==> src/rtl/trap_unit.sv <==
// Trap sequencer between commit and the CSR block: accepts exceptions, mret and
// interrupts, stalls commit through a fixed flush window, then emits one redirect.
module trap_unit #(
    parameter int FLUSH_CYCLES = 2,
    parameter int SQN_W        = 7
) (
    input  logic             clk,
    input  logic             rst,
    input  logic             IN_excValid,
    input  logic [3:0]       IN_excCause,
    input  logic [31:0]      IN_excPC,
    input  logic [SQN_W-1:0] IN_excSqN,
    input  logic             IN_mret,
    input  logic [SQN_W-1:0] IN_mretSqN,
    input  logic [31:0]      IN_mepc,
    input  logic [2:0]       IN_irq,
    input  logic             IN_mie,
    input  logic [31:0]      IN_nextPC,
    input  logic [SQN_W-1:0] IN_nextSqN,
    input  logic             IN_vectored,
    input  logic [29:0]      IN_tvec,
    output logic             OUT_stall,
    output logic             OUT_branchTaken,
    output logic [31:0]      OUT_branchPC,
    output logic [SQN_W-1:0] OUT_branchSqN,
    output logic             OUT_trapValid,
    output logic [3:0]       OUT_trapCause,
    output logic             OUT_trapIsInt,
    output logic [31:0]      OUT_trapPC
);

    typedef enum logic [1:0] {IDLE, FLUSH, REDIRECT} state_t;
    typedef enum logic [1:0] {KIND_EXC, KIND_MRET, KIND_INT} kind_t;

    state_t           state;
    kind_t            kind;
    logic [3:0]       cnt;
    logic [3:0]       cause;
    logic             is_int;
    logic [31:0]      trap_pc;
    logic [31:0]      target;
    logic [SQN_W-1:0] sqn;

    logic             irq_take;
    logic [3:0]       irq_cause;
    logic [31:0]      tvec_base;
    logic [31:0]      irq_target;

    // NOTE: every signal assigned in always_comb gets a default first so no latch is inferred.
    always_comb begin
        irq_cause = 4'd7;
        if (IN_irq[2])      irq_cause = 4'd11;
        else if (IN_irq[1]) irq_cause = 4'd3;
    end

    assign irq_take   = IN_mie && (IN_irq != 3'b000);
    assign tvec_base  = {IN_tvec, 2'b00};
    assign irq_target = tvec_base + (IN_vectored ? {26'b0, irq_cause, 2'b00} : 32'b0);

    // NOTE: sequential state uses non-blocking assignments so all registers update from pre-edge values.
    always_ff @(posedge clk) begin
        if (!rst) begin
            state           <= IDLE;
            kind            <= KIND_EXC;
            cnt             <= 4'd0;
            cause           <= 4'd0;
            is_int          <= 1'b0;
            trap_pc         <= 32'b0;
            target          <= 32'b0;
            sqn             <= '0;
            OUT_stall       <= 1'b0;
            OUT_branchTaken <= 1'b0;
            OUT_branchPC    <= 32'b0;
            OUT_branchSqN   <= '0;
            OUT_trapValid   <= 1'b0;
            OUT_trapCause   <= 4'd0;
            OUT_trapIsInt   <= 1'b0;
            OUT_trapPC      <= 32'b0;
        end else begin
            case (state)
                IDLE: begin
                    // Priority: exception > mret > interrupt; losers are simply dropped.
                    if (IN_excValid) begin
                        kind    <= KIND_EXC;
                        cause   <= IN_excCause;
                        is_int  <= 1'b0;
                        trap_pc <= IN_excPC;
                        target  <= tvec_base;
                        sqn     <= IN_excSqN;
                    end else if (IN_mret) begin
                        kind    <= KIND_MRET;
                        cause   <= 4'd0;
                        is_int  <= 1'b0;
                        trap_pc <= 32'b0;
                        target  <= IN_mepc;
                        sqn     <= IN_mretSqN;
                    end else if (irq_take) begin
                        kind    <= KIND_INT;
                        cause   <= irq_cause;
                        is_int  <= 1'b1;
                        trap_pc <= IN_nextPC;
                        target  <= irq_target;
                        sqn     <= IN_nextSqN - SQN_W'(1);
                    end
                    if (IN_excValid || IN_mret || irq_take) begin
                        state     <= FLUSH;
                        cnt       <= 4'(FLUSH_CYCLES - 1);
                        OUT_stall <= 1'b1;
                    end
                end
                FLUSH: begin
                    if (cnt == 4'd0) begin
                        state           <= REDIRECT;
                        OUT_branchTaken <= 1'b1;
                        OUT_branchPC    <= target;
                        OUT_branchSqN   <= sqn;
                        if (kind != KIND_MRET) begin
                            OUT_trapValid <= 1'b1;
                            OUT_trapCause <= cause;
                            OUT_trapIsInt <= is_int;
                            OUT_trapPC    <= trap_pc;
                        end
                    end else begin
                        cnt <= cnt - 4'd1;
                    end
                end
                REDIRECT: begin
                    state           <= IDLE;
                    OUT_stall       <= 1'b0;
                    OUT_branchTaken <= 1'b0;
                    OUT_branchPC    <= 32'b0;
                    OUT_branchSqN   <= '0;
                    OUT_trapValid   <= 1'b0;
                    OUT_trapCause   <= 4'd0;
                    OUT_trapIsInt   <= 1'b0;
                    OUT_trapPC      <= 32'b0;
                end
                default: state <= IDLE;
            endcase
        end
    end

endmodule

==> config.mk <==
export PLATFORM = sky130hd
export DESIGN_NAME = trap_unit
export DESIGN_NICKNAME = d
export VERILOG_FILES = /design/src/rtl/trap_unit.sv
export SDC_FILE = /design/constraint.sdc
export NUM_CORES = 1
export LEC_CHECK = 0
export CELL_PAD_IN_SITES_DETAIL_PLACEMENT = 0
export CELL_PAD_IN_SITES_GLOBAL_PLACEMENT = 1
export CORE_ASPECT_RATIO = 0.9
export CORE_MARGIN = 4
export CORE_UTILIZATION = 31
export CTS_CLUSTER_SIZE = 12
export DETAILED_ROUTE_END_ITERATION = 7
export PLACE_DENSITY_LB_ADDON = 0.1
export SYNTH_ARGS = -nofsm -noshare
export SYNTH_HDL_FRONTEND = slang
export SYNTH_SLANG_ARGS = --single-unit
export TNS_END_PERCENT = 50
==> constraint.sdc <==
create_clock -name clk -period 2 [get_ports clk]
set_clock_uncertainty 0.15 [all_clocks]
set_input_delay 0.3 -clock clk [delete_from_list [all_inputs] [get_ports clk]]
set_output_delay 0.3 -clock clk [all_outputs]
set_load 0.01 [all_outputs]
# After elaboration in Yosys (flattened, before gate mapping)
# Index checks and enable logic that the tools add are counted.
# Widths: inputs -> output; s select.
# totals
regBits	163
output_inout_bits	79
wordCells	89
# classes
add_sub_neg	3
eq_ne	7
muxes	47
n_reduce_logical	16
# op_table
op	n
$mux 32	9
$pmux 32 s2	2
$add 32x6->32	1
$mux 4	8
$mux 7	4
$pmux 4 s2	2
$pmux 7 s2	1
$mux 2	5
$mux 1	9
$ne 2x2->1 const B	4
$pmux 1 s2	4
$reduce_and 2->1	4
$sub 7x1->7 const B	1
$mux 6	1
$reduce_and 3->1	2
$reduce_bool 2->1	3
$reduce_bool 3->1	2
$logic_not 4->1	1
$pmux 2 s2	1
$sub 4x1->4 const B	1
$mux 3	1
$eq 2x1->1 const B	1
$eq 2x2->1 const B	1
$logic_not 2->1	1
other kinds (3)	4

# Longest topological paths before layout
# depth
ltp_word	7
ltp_mapped	9
depth_no_buf	7

# Worst setup path after synthesis
# OpenSTA, ideal clock, no wires.
# synth_timing
path_kind	input -> register
start	in IN_vectored
end	reg target[24]
t_arrival_ns	1.899
path_slack_ns	-0.144
cell_stages	7
path_buffers	0
cell_sequence	and2_1 ha_1 o21ai_0 nor2_1 nand2_1 or4_1 o311ai_1
# synth_via
elab_chain_cells	5
# synth_rtl
element	line	source
start, declared	20	input logic IN_vectored,
$mux 6	58	assign irq_target = tvec_base + (IN_vectored ? {26'b0, irq_cause, 2'b00} : 32'b0);
$add 32x6->32	58	
$mux 32	97	end else if (irq_take) begin
$mux 32	90	end else if (IN_mret) begin
$mux 32	83	if (IN_excValid) begin
end signal, assigned	88	target <= tvec_base;
end signal, assigned	95	target <= IN_mepc;
end signal, assigned	102	target <= irq_target;
end, declared	41	logic [31:0] target;
# No other way between the ends. The select of a mux whose other input is x is not followed.
# A chain may end at the register's enable or synchronous reset.

# Final worst setup path
# layout_timing
start	reg cnt[0]
end	reg OUT_branchPC[24]
# layout_via
elab_chain_cells	3
# layout_rtl
element	line	source
start, declared	37	logic [3:0] cnt;
start signal, assigned	107	cnt <= 4'(FLUSH_CYCLES - 1);
start signal, assigned	124	cnt <= cnt - 4'd1;
$logic_not 4->1	112	if (cnt == 4'd0) begin
$ne 2x2->1 (no line)	--	
$reduce_and 2->1 (no line)	--	
end signal, assigned	115	OUT_branchPC <= target;
end, declared	24	output logic [31:0] OUT_branchPC,
# No other way between the ends.

==> results_dict.tcl <==
set metrics [dict create \
    run_status "finished with violations" \
    violations "setup timing" \
    combPwrFrac_pct 29.4 \
    cp.required_ns 2.17 \
    fin_setup_tns_ns -0.562 \
    grt_use_total_pct 20.7 \
    synth-edff-count 0 \
    seqPwrFrac_pct 38.8 \
    synth_area_sq_um 7280 \
    start_util_pct 32.0 \
    grt_pass1_vias 7416 \
    finalWorstSetupSlack_ns -0.0373 \
    slowest_delay_ns 0.38 \
    irDropWorstVdd_v 0.000429 \
    clkSinkCount 162 \
    crit_type "reg2reg" \
    place_inst 1418 \
    firstDrtPassIters 6 \
    synth-seq-area-share_pct 44.5 \
    drt-total-wl_microns 28400 \
    worstPathArrival_ns 2.21 \
    hold_violations 0 \
    max_freq_ghz 0.491 \
    layout.nets 1333 \
    core_area_sq_um 22800 \
    critPathSlowestCell "or3b_4" \
    startpoint_type "register" \
    clk_pin_slew_worst_paths_ns 0.07 \
    leakage_nw 4.70 \
    ys.flop_type "dfxtp_1" \
    maxSlewHeadroom_pct 52.9 \
    pre_cts_slack_ns -0.645 \
    path_cells "inv_2 > ha_2 > or3b_4 > buf_6 > buf_6 > nor2_4 > nor2_4 > buf_4 > a22o_1" \
    io_pins 239 \
    grt_pass1_wl_microns 42600 \
    layout-drive-gt1-share_pct 20.3 \
    yosys.area_share.simple_pct 18.4 \
    cts_tree "yes" \
    finalCritPeriodShare_pct 102 \
    cts.hold.buffers_added 0 \
    grt_use_met3_pct 3.41 \
    power_density_nw_per_um2 827 \
    grt_overflow_total 0 \
    p_clk_share_pct 31.9 \
    rows 52 \
    routedWlPerCell_microns 19.2 \
    synth_fp_nets 992 \
    grtUsageMet1_pct 29.1 \
    synth-compound-area-share_pct 26.4 \
    final_util_pct 52.2 \
    first_iter_violations 458 \
    setup_viol 47 \
    cp.buffers_inverters 4 \
    intPower_w 0.00670 \
    yosysUniqueCellTypes 67 \
    p_sw_share_pct 31.9 \
    clockRootBuffer "clkbuf_16" \
    synthAdderAreaFrac_pct 1.48 \
    switchingPower_w 0.00313 \
    htree_levels 4 \
    n_antenna_cell 0 \
    die-area_sq_um 26000 \
    drc 0 \
    dieHeight_microns 153 \
    avgSynthCellArea_sq_um 8.84 \
    grt_max_degree 44 \
    synth_top_family_by_area "compound AO/OA/AOI/OAI gates" \
    ys_ff_latch 162 \
    rsz0062_at_grt "true" \
    finalNonFillerCells 1475 \
    top_usage_layer "met2" \
    synth_xor_area_share_pct 1.92 \
    clockBufferDepth 2 \
    gp_congestion 0.856 \
    worstHoldPathType "in2reg" \
    die_w_microns 170 \
    num-fill-cells 2177 \
    synthMuxAreaShare_pct 2.25 \
    critPathCaptureType "register" \
    ant_nets 0 \
    ys.warnings.count 0 \
    port_buffers 238 \
    min_period_ns 2.04 \
    synthArstFlopShare_pct 0 \
    critPathTopFamily "simple AND/OR/NAND/NOR gates" \
    cap_violations 0 \
    grt_antenna_before_repair 0 \
    vias 7635 \
    crit_path_max_fanout 3 \
    clock_latency_ns 0.43 \
    slew_viol_final 0 \
    worstMarginPinSlew_ns 0.705 \
    dp_hpwl_microns 19500 \
    area_growth_pct 63.3 \
    cts_inserted_buffers 17 \
    met2_usage_pct 32.6 \
    via_per_inst 5.18 \
    syn_inst 824 \
]
-- worst register-to-register path, delay by kind of cell (launching register included) --
family,cells,cell delay (ns)
flops,1,0.32
buf+inv,4,0.49
fa+ha+maj,1,0.16
compound gates,1,0.18
simple gates,3,0.64
-- stage by stage --
stage	area, sq um	hold WS, ns	power [W]
2_1_floorplan	7320	0.281	0.00508
5_1_grt	11900	0.144	0.0103
6_report	11900	0.131	0.00983
3_3_place_gp	10800	0.286	0.00640
3_5_place_dp	10800	0.293	0.00641
4_1_cts	11600	0.189	0.00971
-- power by group through the flow --
stage                     Clock [W]  Combinational, W  Sequential, W
after detailed placement          0           0.00254        0.00387
after global placement            0           0.00253        0.00387
after global routing        0.00333           0.00313        0.00385
after floorplan                   0           0.00121        0.00387
after CTS                   0.00319           0.00271        0.00381
final                       0.00313           0.00289        0.00381
-- flip-flops by register name (all words and copies together), names as in the netlist --
register	cells
trap_pc	32
OUT_branchPC	32
target	32
cnt	4
OUT_trapValid	1
OUT_trapIsInt	1
OUT_trapPC	32
state	2
OUT_branchSqN	7
OUT_branchTaken	1
OUT_trapCause	4
sqn	7
kind	2
cause	4
OUT_stall	1
-- logic make-up (layout without fill, tap and decap cells) --
family	after synthesis	in the layout
compound gates	264	264
xor+xnor	16	16
fa+ha+maj	8	8
buf+inv	82	435
flops	162	162
mux	16	16
simple gates	276	277
-- path summary, 6_finish.rpt --
| path | slack, ns | start | depth (start not counted) | to |
|---|---|---|---|---|
| worst max-delay path | -0.04 | cnt[0] | 9 | OUT_branchPC[24] |
| worst min-delay path | 0.13 | IN_tvec[1] | 3 | target[3] |
| worst max register to register | -0.04 | cnt[0] | 9 | OUT_branchPC[24] |
| worst min register to register | 0.30 | trap_pc[15] | 2 | OUT_trapPC[15] |
-- per-layer routing --
layer | vias to the layer above | wire, microns | share of wire [%]
met5 | - | 0 | 0
met2 | 232 | 12800 | 45
met4 | 0 | 502 | 1.8
li1 | 3765 | - | -
met1 | 3606 | 13600 | 48
met3 | 32 | 1420 | 5.0
-- cell usage in the layout, fill, tap and decap left out, types with 13 or more instances in the layout --
cell type and count:
o211ai_1 17, dfxtp_1 160, nor2_1 72, clkbuf_16 21, buf_4 128, o21ai_0 32, a22o_1 53, nor3_1 27
mux2i_1 13, nand2_1 85, nand3_1 19, a222oi_1 15, clkdlybuf4s50_1 217, a21oi_1 55, dlymetal6s2s_1 14, a221oi_1 22
-- synth_stat cells, types with 3 or more instances --
library cell,instances,area (sq um)
nor3_2,3,30.0
a21o_1,5,37.5
nand3_1,19,95.1
inv_1,12,45.0
o21a_1,3,22.5
xor2_1,7,61.3
a221oi_1,22,193
buf_2,24,120
nand2_1,90,338
clkbuf_1,34,128
nor2_1,76,285
a211oi_1,13,97.6
o21ai_0,34,170
o2111ai_1,4,35.0
a31oi_1,6,37.5
o22ai_1,10,62.6
nor2b_1,5,31.3
nand2b_1,5,31.3
a222oi_1,15,150
a211o_1,3,26.3
xnor2_1,9,78.8
nor4_2,3,37.5
dfxtp_1,162,3240
a221o_1,5,50.1
a21oi_1,56,280
mux2i_1,13,130
nor3_1,27,135
or3_1,6,37.5
nand4_1,12,75.1
mux2_2,3,33.8
and2_1,3,18.8
ha_1,7,87.6
o211ai_1,17,128
and3_1,3,18.8
buf_1,6,22.5
buf_4,5,37.5
nor4_1,4,25.0
a22o_1,53,464
nor3b_1,3,22.5
-- layout make-up --
| class | instances | area [sq um] | share of cell area, % |
|---|---|---|---|
| inverters | 12 | 45.0 | 0.379 |
| repair buffers | 391 | 3810 | 32.0 |
| flip-flops and latches | 162 | 3250 | 27.3 |
| clock inverters | 14 | 124 | 1.04 |
| well taps | 297 | 372 | 3.13 |
| multi-input cells | 581 | 3860 | 32.5 |
| clock buffers | 18 | 429 | 3.61 |
-- repair_timing --
item	4_1_cts	5_1_grt
pin swaps	15	19
setup endpoints to repair	119	137
resized for setup	30	42
buffers inserted	9	7
cloned	3	6
No activity file was read; power rests on OpenSTA's default activity.
